**config.mk**
```make
export PLATFORM = sky130hd
export DESIGN_NAME = seq_timing_ctrl
export DESIGN_NICKNAME = d
export VERILOG_FILES = /design/src/rtl/seq_timing_ctrl_pkg.sv /design/src/rtl/seq_timing_ctrl_onehot_dec.sv /design/src/rtl/seq_timing_ctrl.sv
export SDC_FILE = /design/constraint.sdc
export NUM_CORES = 1
export LEC_CHECK = 0
export ABC_AREA = 1
export ABC_CLOCK_PERIOD_IN_PS = 4200
export BUFFER_PORTS_ARGS = -buffer_cell sky130_fd_sc_hd__buf_4
export CORE_MARGIN = 2
export CORE_UTILIZATION = 30
export DETAILED_ROUTE_END_ITERATION = 10
export GPL_TIMING_DRIVEN = 1
export PLACE_DENSITY_LB_ADDON = 0.05
export SLEW_MARGIN = 25
export SYNTH_ARGS = -nofsm -noshare
export SYNTH_HDL_FRONTEND = slang
export SYNTH_SLANG_ARGS = --single-unit
export TNS_END_PERCENT = 30
```
**constraint.sdc**
```tcl
create_clock -name clk -period 4.2 [get_ports clk]
set_clock_uncertainty 0.1 [all_clocks]
set_input_delay 0.42 -clock clk [delete_from_list [all_inputs] [get_ports clk]]
set_output_delay 0.42 -clock clk [all_outputs]
set_load 0.02 [all_outputs]
```
**src/rtl/seq_timing_ctrl_pkg.sv**
```systemverilog
// Shared constants for the control-path timing/decode front end:
// word sizes, named timing slots and named opcode decode lines.
package seq_timing_ctrl_pkg;

    localparam int SC_WIDTH  = 4;
    localparam int OPC_WIDTH = 3;
    localparam int WORD      = 16;

    localparam int T0  = 0;
    localparam int T1  = 1;
    localparam int T2  = 2;
    localparam int T3  = 3;
    localparam int T4  = 4;
    localparam int T5  = 5;
    localparam int T6  = 6;
    localparam int T7  = 7;
    localparam int T8  = 8;
    localparam int T9  = 9;
    localparam int T10 = 10;
    localparam int T11 = 11;
    localparam int T12 = 12;
    localparam int T13 = 13;
    localparam int T14 = 14;
    localparam int T15 = 15;

    // D7 covers both register-reference and I/O instructions
    localparam int D0 = 0;
    localparam int D1 = 1;
    localparam int D2 = 2;
    localparam int D3 = 3;
    localparam int D4 = 4;
    localparam int D5 = 5;
    localparam int D6 = 6;
    localparam int D7 = 7;

    typedef enum logic [OPC_WIDTH-1:0] {
        OP_AND    = 3'd0,
        OP_ADD    = 3'd1,
        OP_LDA    = 3'd2,
        OP_STA    = 3'd3,
        OP_BUN    = 3'd4,
        OP_BSA    = 3'd5,
        OP_ISZ    = 3'd6,
        OP_REG_IO = 3'd7
    } opcode_t;

endpackage

```
**src/rtl/seq_timing_ctrl_onehot_dec.sv**
```systemverilog
// Generic N-to-2**N one-hot decoder with an enable that forces all lines low.
module onehot_dec #(
    parameter int N = 4
) (
    input  logic [N-1:0]      sel,
    input  logic              en,
    output logic [2**N-1:0]   y
);

    for (genvar gi = 0; gi < 2**N; gi++) begin : g_line
        assign y[gi] = en & (sel == N'(gi));
    end

endmodule

```
**src/rtl/seq_timing_ctrl.sv**
```systemverilog
// Sequence counter, instruction register and I/R/S flags of the basic computer,
// with one-hot timing (T) and opcode (D) decode for the register control blocks.
module seq_timing_ctrl
    import seq_timing_ctrl_pkg::*;
#(
    parameter int SC_WIDTH  = seq_timing_ctrl_pkg::SC_WIDTH,
    parameter int OPC_WIDTH = seq_timing_ctrl_pkg::OPC_WIDTH,
    parameter int WORD      = seq_timing_ctrl_pkg::WORD
) (
    input  logic                     clk,
    input  logic                     RST,
    input  logic [WORD-1:0]          mem_data,
    input  logic                     SC_CLR,
    input  logic                     START,
    input  logic                     HLT,
    input  logic                     IEN,
    input  logic                     FGI,
    input  logic                     FGO,
    output logic [2**SC_WIDTH-1:0]   T,
    output logic [2**OPC_WIDTH-1:0]  D,
    output logic                     I,
    output logic                     R,
    output logic [WORD-1:0]          IR,
    output logic [SC_WIDTH-1:0]      SC,
    output logic                     S,
    output logic                     SC_WRAP
);

    logic [SC_WIDTH-1:0] sc_reg;
    logic [WORD-1:0]     ir_reg;
    logic                i_reg;
    logic                r_reg;
    logic                s_reg;
    logic                wrap_reg;

    logic                int_req;
    logic                int_done;

    onehot_dec #(.N(SC_WIDTH)) u_t_dec (
        .sel (sc_reg),
        .en  (s_reg),
        .y   (T)
    );

    // Opcode sits just below the indirect bit (IR[14:12] for a 16-bit word)
    onehot_dec #(.N(OPC_WIDTH)) u_d_dec (
        .sel (ir_reg[WORD-2 -: OPC_WIDTH]),
        .en  (1'b1),
        .y   (D)
    );

    // Interrupts are only taken outside the fetch/decode slots T0..T2
    assign int_req  = s_reg & ~T[T0] & ~T[T1] & ~T[T2] & IEN & (FGI | FGO);
    assign int_done = r_reg & T[T2];

    always_ff @(posedge clk) begin
        if (RST) begin
            sc_reg   <= '0;
            ir_reg   <= '0;
            i_reg    <= 1'b0;
            r_reg    <= 1'b0;
            s_reg    <= 1'b0;
            wrap_reg <= 1'b0;
        end else begin
            if (HLT) begin
                s_reg <= 1'b0;
            end else if (START) begin
                s_reg <= 1'b1;
            end

            if (HLT) begin
                sc_reg <= '0;
            end else if (s_reg) begin
                if (SC_CLR || int_done) begin
                    sc_reg <= '0;
                end else begin
                    sc_reg <= sc_reg + 1'b1;
                    if (&sc_reg) begin
                        wrap_reg <= 1'b1;
                    end
                end
            end

            if (~r_reg & T[T1]) begin
                ir_reg <= mem_data;
            end

            if (~r_reg & T[T2]) begin
                i_reg <= ir_reg[WORD-1];
            end

            if (int_done) begin
                r_reg <= 1'b0;
            end else if (int_req) begin
                r_reg <= 1'b1;
            end
        end
    end

    assign SC      = sc_reg;
    assign IR      = ir_reg;
    assign I       = i_reg;
    assign R       = r_reg;
    assign S       = s_reg;
    assign SC_WRAP = wrap_reg;

endmodule

```
* Yosys cells after proc, flatten, opt, wreduce, memory -nomap -nowiden
Index checks and enable logic that the tools add are counted.
Word-level totals: output and inout bits 48, register bits 24, word-level logic and storage cells 67, input bits 24
Cells by class: bitwise gates (word level) 31, add/subtract/negate cells 1, muxes and demuxes 1, reduce and logical (&&, ||, !) cells 6, equal/unequal tests 22
Operators by type and width (count):
- 4-bit equality test (second input constant) | 8
- 1-bit AND | 24
- 4-bit by 3-bit equality test with 1-bit output (second input constant) | 4
- 3-bit equality test (second input constant) | 4
- 4-bit by 2-bit equality test with 1-bit output (second input constant) | 2
- 7-bit AND reduction | 1
- 3-bit by 2-bit equality test with 1-bit output (second input constant) | 2
- 1-bit NOT | 6
- 4-bit by 1-bit adder with 4-bit output (second input constant) | 1
- 4-bit by 1-bit equality test with 1-bit output (second input constant) | 1
- 4-bit zero test | 1
- 4-bit 2-to-1 mux | 1
- 2-bit OR reduction | 2
- 3-bit by 1-bit equality test with 1-bit output (second input constant) | 1
- 3-bit zero test | 1
- 1-bit logical OR | 1
- 1-bit bitwise OR | 1

* Longest topological paths before layout
Gate-level depths: netlist of run 1.
word-level depth 8, mapped depth 9, depth with buffers taken out 9

* Hierarchy
From an unflattened synthesis of run 1, not the netlist that was laid out.
Second synthesis, totals: cell total of the unflattened synthesis 169, area, all modules 1114.8 um2
Modules (own cells, without submodules):
- seq_timing_ctrl | area each 924.6 um2, cells an instance 120, instances 1, sequential area each 480.5 um2
- onehot_dec at u_t_dec | area each 126.4 um2, cells an instance 32, instances 1, sequential area each 0.0 um2
- onehot_dec at u_d_dec | area each 63.8 um2, cells an instance 17, instances 1, sequential area each 0.0 um2

* Least setup slack after synthesis of run 1
OpenSTA, ideal clock, no wires.
kind flip-flop to output port, start register sc_reg[0] (netlist: SC[0]), end output T[1], data required time 3.680 ns, arrival time 1.192 ns, stages on the path, launching flop included 5, buffers on the path 1, slack 2.488 ns, cell sequence dfxtp_1 > ha_1 > nand2_4 > nor2_8 > buf_12
Between the ends: longest elaborated chain between the ends 2
RTL lines:
- start, declared | line seq_timing_ctrl.sv:29 | logic [SC_WIDTH-1:0] sc_reg;
- start signal, assigned | line seq_timing_ctrl.sv:77 | sc_reg <= sc_reg + 1'b1;
- 4-bit by 1-bit equality test with 1-bit output | line seq_timing_ctrl_onehot_dec.sv:11 | assign y[gi] = en & (sel == N'(gi));
- 1-bit AND | line seq_timing_ctrl_onehot_dec.sv:11
- end, declared | line seq_timing_ctrl.sv:19 | output logic [2**SC_WIDTH-1:0] T,
No other way between the ends.

* Worst setup path in the final report of run 1
start register s_reg (netlist: S), end output T[2]
Between the ends: longest elaborated chain between the ends 1
RTL lines:
- start, declared | line seq_timing_ctrl.sv:33 | logic s_reg;
- start signal, assigned | line seq_timing_ctrl.sv:62 | s_reg <= 1'b0;
- start signal, assigned | line seq_timing_ctrl.sv:66 | s_reg <= 1'b0;
- start signal, assigned | line seq_timing_ctrl.sv:68 | s_reg <= 1'b1;
- 1-bit AND | line seq_timing_ctrl_onehot_dec.sv:11
No other way between the ends.

==> summary.md, run 1 <==
| Metric | Value |
|---|---|
| Status | `completed` |
| Bufs on Longest Clock Path | `2` |
| Hold Crit Start | `START` |
| Crit path time final | `2.12 ns` |
| Crit path launch type | `flip-flop` |
| Postcts setup bufs | `0` |
| DP Area | `1810 µm²` |
| Worst slew pin tran | `0.461 ns` |
| Unique masters post-synth | `24` |
| P per Cell Area | `227 nW/µm²` |
| Hold crit path type | `input port to flip-flop` |
| Fin. Hold Viols | `0` |
| Ratio of cells with drive above 1 in the final layout | `0.431` |
| Top FF cell, synth | `dfxtp_1` |
| Hold endpoint | `S$_SDFFE_PP0P_` |
| Hold Crit Depth | `2` |
| Drc violations | `0` |
| # clock sinks | `24` |
| Sw Ratio | `0.215` |
| Fmax | `0.472 GHz` |
| First-iteration detailed-routing DRC count | `34` |
| Total GRT Usage | `0.143` |
| Post-CTS sizing | `0` |
| RSZ-0062 raised after global routing | `false` |
| Asr flop ratio synth | `0` |
| Fill cell count | `420` |
| Fin crit share | `0.505` |
| N_diodes | `0` |
| Top cells by count, synth | `nand2_1 (33), nor2_1 (29), dfxtp_1 (24)` |
| TritonCTS clock tree | `yes` |
| Reg2reg path depth | `6` |
| Root Buffer | `clkbuf_8` |
| CP Class | `flip-flop to output pin` |
| DP Wirelength | `2660 µm` |
| Yosys reg bits | `24` |
| Hold Buf Count CTS | `0` |
| Final Cell Area | `1860 µm²` |
| Starting Density | `0.314` |
| Syn avg cell area | `7.82 µm²` |
| Crit-path max FO | `13` |
| Post-synth EDFFs | `0` |
| Maximum vdd drop | `0.134 mV` |
| Internal | `332 µW` |
| Antenna violations before repair | `0` |
| Combinational fraction of design power | `0.085` |
| Final setup vio count | `0` |
| CTS buffer count | `3` |
| Pre-antenna DRT Iters | `4` |
| WL/cell | `12.2 µm` |
| NetSw | `90.8 µW` |
| Synthesis-to-layout area growth | `45.9%` |
| Worst setup margin | `2.08 ns` |
| Rows | `23` |
| Core Area | `4060 µm²` |
| Layout Nets | `261` |
| Crit path DAT | `1.60 ns` |
| Rel. slew slack | `0.693` |
| Largest net degree at the start of global routing | `21` |
| Most common cell in the netlist | `nand2_1` |
| Post-Syn Area | `1270 µm²` |
| Area of the multi-input gates | `682 µm²` |
| Chip width | `69.2 µm` |
| ANT nets after route | `0` |
| Synth warn | `0` |
| DP Worst Slack | `2.36 ns` |
| Reg2reg start | `SC[0]$_SDFFE_PP0P_` |
| Placer Congestion | `0.850` |
| Reg2reg setup slack | `2.46 ns` |
| Worst skew pair latency | `0.26 ns` |
| Number of max-cap violations | `0` |
| Clock power frac | `0.367` |
| Vias per inst | `4.67` |
| Vias in the first global route | `1251` |
| CP required | `3.68 ns` |
| CP Capture Type | `output pin` |
| PortBufs | `71` |
| Vias | `1317` |
| Setup TNS | `0 ns` |
| Syn_nets | `191` |
| Top Ports | `72` |
| P_leak | `0.798 nW` |
| First-pass GRT wire length | `5730 µm` |
| Seq/Total Area, Yosys | `0.377` |
| Die area | `4790 µm²` |
| Share of Yosys cell area claimed by the top area cell type | `0.377` |
| Post-synthesis instance total | `163` |
| H-Tree Depth | `1` |
| CTS clk-pin slew, worst paths | `0.08 ns` |
| Post-synth top area cell | `dfxtp_1` |
| FF+latch area | `480 µm²` |
| Sequential share of power | `0.548` |
| GRT overflow | `0` |
| Die Ht | `69.2 µm` |
| Crit Reg-Reg Endpoint | `IR[6]$_SDFFE_PP0P_` |
| Routed WL | `3430 µm` |
| Max-slew violations | `0` |
| Synth top area cells | `dfxtp_1 (38%), nand2_1 (9.7%), nor2_1 (8.5%)` |
-- critical path, cell delays in order (launching register included) --
cell,delay [ns]
dfxtp_1,0.61
nand2_1,0.22
nor2_1,0.30
buf_4,0.20
-- final cells by class --
type / count / area share
clock buffers: 4 / 0.0296
flip-flops and latches: 24 / 0.258
repair buffers: 71 / 0.286
inverters: 12 / 0.0256
well taps: 50 / 0.0336
multi-input cells: 121 / 0.367
-- how the worst max path moves through the flow --
stage	to	cells after the start	slack, ns	from
floorplan	T[1]	4	2.49	SC[0]$_SDFFE_PP0P_
detailed placement	T[2]	3	2.36	S$_SDFFE_PP0P_
global placement	T[1]	4	2.42	SC[0]$_SDFFE_PP0P_
finish	T[2]	3	2.08	S$_SDFFE_PP0P_
CTS	T[1]	4	2.06	SC[0]$_SDFFE_PP0P_
global route	T[2]	3	1.96	S$_SDFFE_PP0P_
-- sequential cells by signal (all words and copies together) (netlist names) --
| register | count |
|---|---|
| R | 1 |
| IR | 16 |
| SC | 4 |
| I | 1 |
| S | 1 |
| SC_WRAP | 1 |
-- power groups by stage --
| stage | clock (mW) | combinational [mW] | sequential [mW] |
|---|---|---|---|
| 2_1_floorplan | 0 | 0.0138 | 0.237 |
| 3_3_place_gp | 0 | 0.0359 | 0.237 |
| 3_5_place_dp | 0 | 0.0365 | 0.237 |
| 4_1_cts | 0.162 | 0.0366 | 0.231 |
| 5_1_grt | 0.172 | 0.0393 | 0.232 |
| 6_report | 0.155 | 0.0361 | 0.231 |
-- routing by layer --
metal | routed length (µm) | part of all wire | track usage | vias up
met4 | 62 | 0.018 | 0.0588 | 0
met5 | 0 | 0 | 0 | -
met3 | 247 | 0.072 | 0.0392 | 7
li1 | - | - | - | 662
met2 | 1640 | 0.48 | 0.244 | 52
met1 | 1480 | 0.43 | 0.169 | 596
-- cells by family after synthesis --
| logic type | Yosys count | synth area share |
|---|---|---|
| compound gates | 20 | 0.107 |
| xor+xnor | 2 | 0.0137 |
| fa+ha+maj | 4 | 0.0393 |
| buf+inv | 18 | 0.0883 |
| flops | 24 | 0.377 |
| simple gates | 95 | 0.375 |
-- cell usage in the layout (no fill, tap or decap), drive strengths merged --
cell type / instances
xor2: 1
xnor2: 1
inv: 12
nor3: 8
o21a: 1
clkbuf: 4
dfxtp: 24
buf: 71
a21oi: 19
nor2: 31
nand3: 20
ha: 4
nand2: 36
-- stage by stage --
stage          power [mW]  cells  hold slack [ns]   util
4_1_cts             0.430    282            0.253  0.459
5_1_grt             0.443    282            0.258  0.459
3_3_place_gp        0.272    278            0.354  0.445
6_report            0.422    282            0.259  0.459
3_5_place_dp        0.273    278            0.356  0.445
2_1_floorplan       0.251    163            0.430      -
Note: power is estimated with default switching activity, not from simulation.
==> run 2, diff against run 1 <==
Settings changed: ABC_CLOCK_PERIOD_IN_PS 4200 to 1750.
Clock period 4.2 ns to 1.75 ns, I/O delays scaled along.
==> run 2 against run 1 <==
Core utilization rose by 1.4 points; global-route usage rose by 0.19 points; power grew 140%; sequential cell count unchanged; register-to-register slack got worse by 2.3 ns; worst setup slack got worse by 2.0 ns; via count is 0.61% lower; critical path depth is 2 higher; largest cell class unchanged; largest power group unchanged.
==> summary.md, run 2 (synthesis gave the netlist of run 1 again) <==
| Metric | Value |
|---|---|
| Hold Buf Count CTS | `0 (unchanged)` |
| N_diodes | `0 (unchanged)` |
| Top Ports | `72 (unchanged)` |
| CP peak stage delay | `0.35 ns (-0.26 ns)` |
| First-iteration detailed-routing DRC count | `63 (+85%)` |
| PortBufs | `71 (unchanged)` |
| Total design power | `1.01 mW (+140%)` |
| Crit path time final | `1.64 ns` |
| CP required | `1.47 ns (-2.21 ns)` |
| CP bufs+invs | `2 (+1)` |
| Commonest non-fill, non-tap cell in the layout | `buf_4` |
| CTS clk-pin slew, worst paths | `0.08 ns (about the same)` |
| Worst path slowest cell | `dfxtp_1` |
| Bufs on Longest Clock Path | `2 (unchanged)` |
| Drc violations | `0 (unchanged)` |
| Rel. slew slack | `0.799 (+0.106)` |
| ANT nets after route | `0 (unchanged)` |
| Synthesis-to-layout area growth | `50.4%` |
| Status | `completed` |
| CP Capture Type | `output pin` |
| Crit-path cells | `inv_1, ha_1, nand2_4, nor2_8, buf_6` |
| RSZ-0062 raised after global routing | `false` |
| CTS buffer count | `3 (unchanged)` |
| Total GRT Usage | `0.145 (+0.00187)` |
| Starting Density | `0.314 (unchanged)` |
| Ratio of cells with drive above 1 in the final layout | `0.454 (+0.0227)` |
| H-Tree Depth | `1 (unchanged)` |
| TritonCTS clock tree | `yes` |
| Final setup vio count | `0 (unchanged)` |
| Largest net degree at the start of global routing | `21 (unchanged)` |
| Die Ht | `69.2 µm (unchanged)` |
| Core Area | `4060 µm² (unchanged)` |
| Max-slew violations | `0 (unchanged)` |
| Layout Nets | `267 (+2.3%)` |
| Crit path DAT | `1.36 ns (-0.24 ns)` |
| Largest register FFs | `16 (unchanged)` |
| Worst skew pair latency | `0.26 ns (about the same)` |
| Worst slew pin tran | `0.301 ns (-0.159 ns)` |
| Fmax | `0.610 GHz` |
| Setup TNS | `0 ns (unchanged)` |
| CP Class | `flip-flop to output pin` |
| Fin crit share | `0.937` |
| Dpl cells | `281 (+1.1%)` |
| Chip width | `69.2 µm (unchanged)` |
| Fill cell count | `389 (-7.4%)` |
| Vias in the first global route | `1243 (-0.64%)` |
| Most frequent cells in the layout | `buf_4 (76), nand2_1 (33), nor2_1 (28), dfxtp_1 (23), nand3_1 (11)` |
| Crit-path max FO | `7 (-6)` |
| Minimum hold slack | `0.0147 ns (-0.244 ns)` |
| Placer Congestion | `0.821 (-3.5%)` |
| Pre-antenna DRT Iters | `4 (unchanged)` |
| Vias | `1309 (-0.61%)` |
| Die area | `4790 µm² (unchanged)` |
| Area of the multi-input gates | `689 µm² (+1.1%)` |
| DP Wirelength | `2730 µm (+2.8%)` |
| Fin util | `0.473 (+0.0142)` |
| Fin. Hold Viols | `0 (unchanged)` |
| Maximum vdd drop | `0.259 mV (+93%)` |
| FF+latch area | `482 µm² (+0.26%)` |
| WL/cell | `12.2 µm (-0.12%)` |
| Crit path launch type | `flip-flop` |
| GRT overflow | `0 (unchanged)` |
| # clock sinks | `24 (unchanged)` |
| P_leak | `0.830 nW (+4.0%)` |
| Rows | `23 (unchanged)` |
| Root Buffer | `clkbuf_8` |
| Antenna violations before repair | `0 (unchanged)` |
| Hold crit path type | `input port to flip-flop` |
| Non-filler cells, final | `288 (+2.1%)` |
| First-pass GRT wire length | `5710 µm (-0.35%)` |
| Routed WL | `3500 µm (+2.0%)` |
| Number of max-cap violations | `0 (unchanged)` |
| P per Cell Area | `528 nW/µm² (+130%)` |
| Vias per inst | `4.55 (-2.7%)` |
| Cell family with the largest share of critical-path delay | `flip-flops` |
run 2: timing repair:
action | CTS | global route
endpoints found under the hold margin | 0 | 0
endpoints found under the setup margin | 2 | 2
pin swaps | 1 | 1
buffers inserted | 0 | 3
gates resized for setup | 3 | 1
run 2: where the power goes:
part / internal [mW] / total (mW) / switching [mW]
Sequential: 0.549 / 0.553 / 0.00409
Clock: 0.200 / 0.368 / 0.168
Combinational: 0.0487 / 0.0921 / 0.0434
run 2: worst paths after layout:
kind / cells past startpoint / start / to / slack (ns)
max reg2reg: 7 / SC[1]$_SDFFE_PP0P_ / IR[13]$_SDFFE_PP0P_ / 0.20
min: 2 / START / S$_SDFFE_PP0P_ / 0.01
min reg2reg: 2 / IR[0]$_SDFFE_PP0P_ / IR[0]$_SDFFE_PP0P_ / 0.37
max: 5 / SC[1]$_SDFFE_PP0P_ / T[1] / 0.11
run 2: per-layer routing:
metal	wire length [µm]	global-route usage
met5	0	0
met4	22	0.0414
met3	214	0.0349
met2	1750	0.261
met1	1520	0.170
run 2: through the flow:
step / cell area [µm²] / setup slack, ns
6_report: 1920 / 0.110
5_1_grt: 1920 / 0.000432
4_1_cts: 1890 / 0.0172
3_5_place_dp: 1830 / 0.117
3_3_place_gp: 1830 / 0.196
2_1_floorplan: 1270 / 0.128
run 2: layout make-up:
class,count,area share
clock buffers,4,0.0287
inverters,12,0.0248
multi-input cells,121,0.359
flip-flops and latches,24,0.251
well taps,50,0.0326
repair buffers,77,0.303
run 2: worst register-to-register path: cells and delay by family (launching register included):
family / cells / cell delay (ns)
and+or+nand+nor: 3 / 0.37
DFF: 1 / 0.35
buffers and inverters: 2 / 0.29
adders and majority gates: 1 / 0.21
AOI/OAI and AO/OA: 1 / 0.17
==> run 3, diff against run 2 <==
Settings changed: CORE_UTILIZATION 30 to 35, SYNTH_HIERARCHICAL from default to 1.
==> run 3 against run 2 <==
Sequential power about the same; hold slack worse by 0.0080 ns; synthesized cell count increased by 3.7%; clock power up 8.7%; worst setup slack worse by 0.031 ns; wire length down 13%; core utilization rose by 13 points; synthesized area decreased by 13%; count of clock-buffer cells in the layout down 1; critical path depth decreased by 1; die area is 24% lower; critical endpoint is now T[2]; largest cell class is now buffers; largest power group unchanged.
==> summary.md, run 3 <==
| Metric | Value |
|---|---|
| Hold endpoint | `IR[15]$_SDFFE_PP0P_` |
| GR Util met3 | `0.0320 (-0.00290)` |
| ANT nets after route | `0 (unchanged)` |
| PortBufs | `71 (unchanged)` |
| P_leak | `0.831 nW (about the same)` |
| Root Buffer | `clkbuf_4` |
| Vias in the first global route | `1116 (-10%)` |
| Compound-Gate Fraction of Synth Area | `0.0988 (-0.00820)` |
| Vias per inst | `4.45 (-2.0%)` |
| Seq/Total Area, Yosys | `0.431 (+0.0541)` |
| Minimum hold slack | `0.00676 ns (-0.00797 ns)` |
| GR Layer Usage met1 | `0.198 (+0.0279)` |
| Largest net degree at the start of global routing | `18 (-14%)` |
| Total GRT Usage | `0.164 (+0.0187)` |
| Post-synthesis simple-gate area fraction | `0.375 (about the same)` |
| Synth warn | `6 (+6)` |
| Rows | `20 (-13%)` |
| Postcts setup bufs | `0 (unchanged)` |
| Fin crit share | `0.954 (+0.0175)` |
| P per Cell Area | `578 nW/µm² (+9.4%)` |
| Fmax | `0.599 GHz (-1.8%)` |
| Ratio of cells with drive above 1 in the final layout | `0.348 (-0.106)` |
| Bufs on Longest Clock Path | `2 (unchanged)` |
| Die Ht | `60.4 µm (-13%)` |
| Die area | `3650 µm² (-24%)` |
| Maximum vdd drop | `0.316 mV (+22%)` |
| Asr flop ratio synth | `0 (unchanged)` |
| Max-slew violations | `0 (unchanged)` |
| Drc violations | `0 (unchanged)` |
| Hold Crit Depth | `3 (+1)` |
| Status | `completed` |
| Final setup vio count | `0 (unchanged)` |
| Starting Density | `0.365 (+0.0509)` |
| Synth Area in XOR/XNOR | `0.0157 (+0.00197)` |
| Pre-antenna DRT Iters | `4 (unchanged)` |
| Top Ports | `72 (unchanged)` |
| Worst skew pair latency | `0.32 ns (+0.06 ns)` |
| CP Capture Type | `output pin` |
| TritonCTS clock tree | `yes` |
| Crit-path max FO | `6 (-1)` |
| Post-CTS sizing | `0 (-3)` |
| Post-synth EDFFs | `0 (unchanged)` |
| Most common cell in the netlist | `nor2_1` |
| Crit-path cells | `inv_1, nand3_1, nor2_2, buf_4` |
| Hold Crit Start | `mem_data[15]` |
| Reg2reg setup slack | `0.23 ns (+0.03 ns)` |
| CTS buffer count | `3 (unchanged)` |
| Core Area | `3050 µm² (-25%)` |
| CP bufs+invs | `2 (unchanged)` |
| First-pass GRT wire length | `4600 µm (-19%)` |
| Reg2reg path depth | `7 (unchanged)` |
| Chip width | `60.4 µm (-13%)` |
| First-iteration detailed-routing DRC count | `42 (-33%)` |
| Routed WL | `3050 µm (-13%)` |
| Crit path DAT | `1.40 ns (+0.04 ns)` |
| Largest family of logic cells by synthesized area | `simple AND/OR/NAND/NOR gates` |
| Fin. Hold Viols | `0 (unchanged)` |
| Antenna violations before repair | `0 (unchanged)` |
| Unique masters post-synth | `22 (-8.3%)` |
| Post-synthesis instance total | `169 (+3.7%)` |
| Post-Syn Area | `1110 µm² (-13%)` |
| CP Class | `flip-flop to output pin` |
| Crit path launch type | `flip-flop` |
| # clock sinks | `24 (unchanged)` |
| Cell family with the largest share of critical-path delay | `flip-flops` |
| Commonest non-fill, non-tap cell in the layout | `buf_4` |
| DP Wirelength | `2350 µm (-14%)` |
| Yosys reg bits | `24 (unchanged)` |
| Mux contribution to synthesized area | `0 (unchanged)` |
| Most frequent cells in the layout | `buf_4 (75), nor2_1 (64), dfxtp_1 (23), nand2_1 (23), o21ai_0 (16)` |
| CTS clk-pin slew, worst paths | `0.14 ns (+0.06 ns)` |
| Largest register FFs | `16 (unchanged)` |
| Syn avg cell area | `6.60 µm² (-16%)` |
| Worst path slowest cell | `dfxtp_1` |
| Synthesis-to-layout area growth | `65.8%` |
| Adder-cell area share of the yosys netlist | `0.0112 (-0.0280)` |
| Placer Congestion | `0.848 (+3.3%)` |
| Layout Nets | `279 (+4.5%)` |
| N_diodes | `0 (unchanged)` |
| Top FF cell, synth | `dfxtp_1` |
| H-Tree Depth | `1 (unchanged)` |
| CP required | `1.47 ns (about the same)` |
| Reg2reg start | `SC[3]$_SDFFE_PP0P_` |
| Total design power | `1.07 mW (+5.4%)` |
| Busiest grt layer | `met2` |
| Synth top area cells | `dfxtp_1 (43%), nor2_1 (22%), nand2_1 (7.7%)` |
| Crit Reg-Reg Endpoint | `IR[13]$_SDFFE_PP0P_` |
| Number of max-cap violations | `0 (unchanged)` |
| M2 GR Usage | `0.290 (+0.0297)` |
| Crit path time final | `1.67 ns (+0.0307 ns)` |
| CP peak stage delay | `0.39 ns (+0.04 ns)` |
| Top cells by count, synth | `nor2_1 (66), dfxtp_1 (24), nand2_1 (23)` |
| RSZ-0062 raised after global routing | `true` |
| Hold crit path type | `input port to flip-flop` |
| Share of Yosys cell area claimed by the top area cell type | `0.431 (+0.0541)` |
| Post-synth top area cell | `dfxtp_1` |
| WL/cell | `10.3 µm (-15%)` |
| GRT overflow | `0 (unchanged)` |
| Vias | `1323 (+1.1%)` |
[run 3: kinds of logic (layout without fill, tap and decap cells)]
family	after synthesis	in the layout
fa+ha+maj	1	1
compound gates	22	22
other cells	1	2
simple gates	102	102
buf+inv	17	100
flops	24	24
xor+xnor	2	2
[run 3: area by class of cell]
class / count / area [µm²]
fill: 323 / 1200
timing repair buffer: 82 / 633
multi-input combinational: 129 / 571
sequential: 24 / 482
inverter: 14 / 55.1
tap: 44 / 55.1
clock inverter: 1 / 30.0
clock buffer: 3 / 22.5
[run 3: worst max path at each step]
stage	from	endpoint	cells past startpoint
floorplan	SC[0]$_SDFFE_PP0P_	IR[0]$_SDFFE_PP0P_	6
global placement	SC[3]$_SDFFE_PP0P_	IR[0]$_SDFFE_PP0P_	7
detailed placement	SC[3]$_SDFFE_PP0P_	IR[6]$_SDFFE_PP0P_	7
CTS	SC[3]$_SDFFE_PP0P_	T[2]	4
global route	SC[3]$_SDFFE_PP0P_	T[2]	4
finish	SC[3]$_SDFFE_PP0P_	T[2]	4
[run 3: worst min-delay path, cell delays in order]
cell and delay, ns:
buf_4 0.08, o21ai_0 0.07, nor2_1 0.08
[run 3: stage by stage]
step	TNS, ns	setup WS, ns	std cells	utilization	area [µm²]
2_1_floorplan	0	0.0958	170	-	1120
4_1_cts	0	0.0763	296	0.602	1840
3_3_place_gp	0	0.318	286	0.565	1730
6_report	0	0.0797	297	0.605	1850
3_5_place_dp	0	0.273	286	0.565	1730
5_1_grt	-0.0305	-0.0305	297	0.605	1850
[run 3: power breakdown]
part | internal (mW) | switching [mW]
clock | 0.232 | 0.169
combinational | 0.0640 | 0.0504
sequential | 0.550 | 0.00319
total | 0.846 | 0.222
[run 3: layer usage]
layer | routed length (µm) | part of all wire | up-vias
li1 | - | - | 694
met1 | 1270 | 0.42 | 578
met2 | 1530 | 0.50 | 47
met3 | 215 | 0.070 | 4
met4 | 35 | 0.011 | 0
met5 | 0 | 0 | -
[run 3: repair_timing]
action	CTS	global route
hold buffers	6	1
hold endpoints to repair	7	1
setup endpoints to repair	0	1
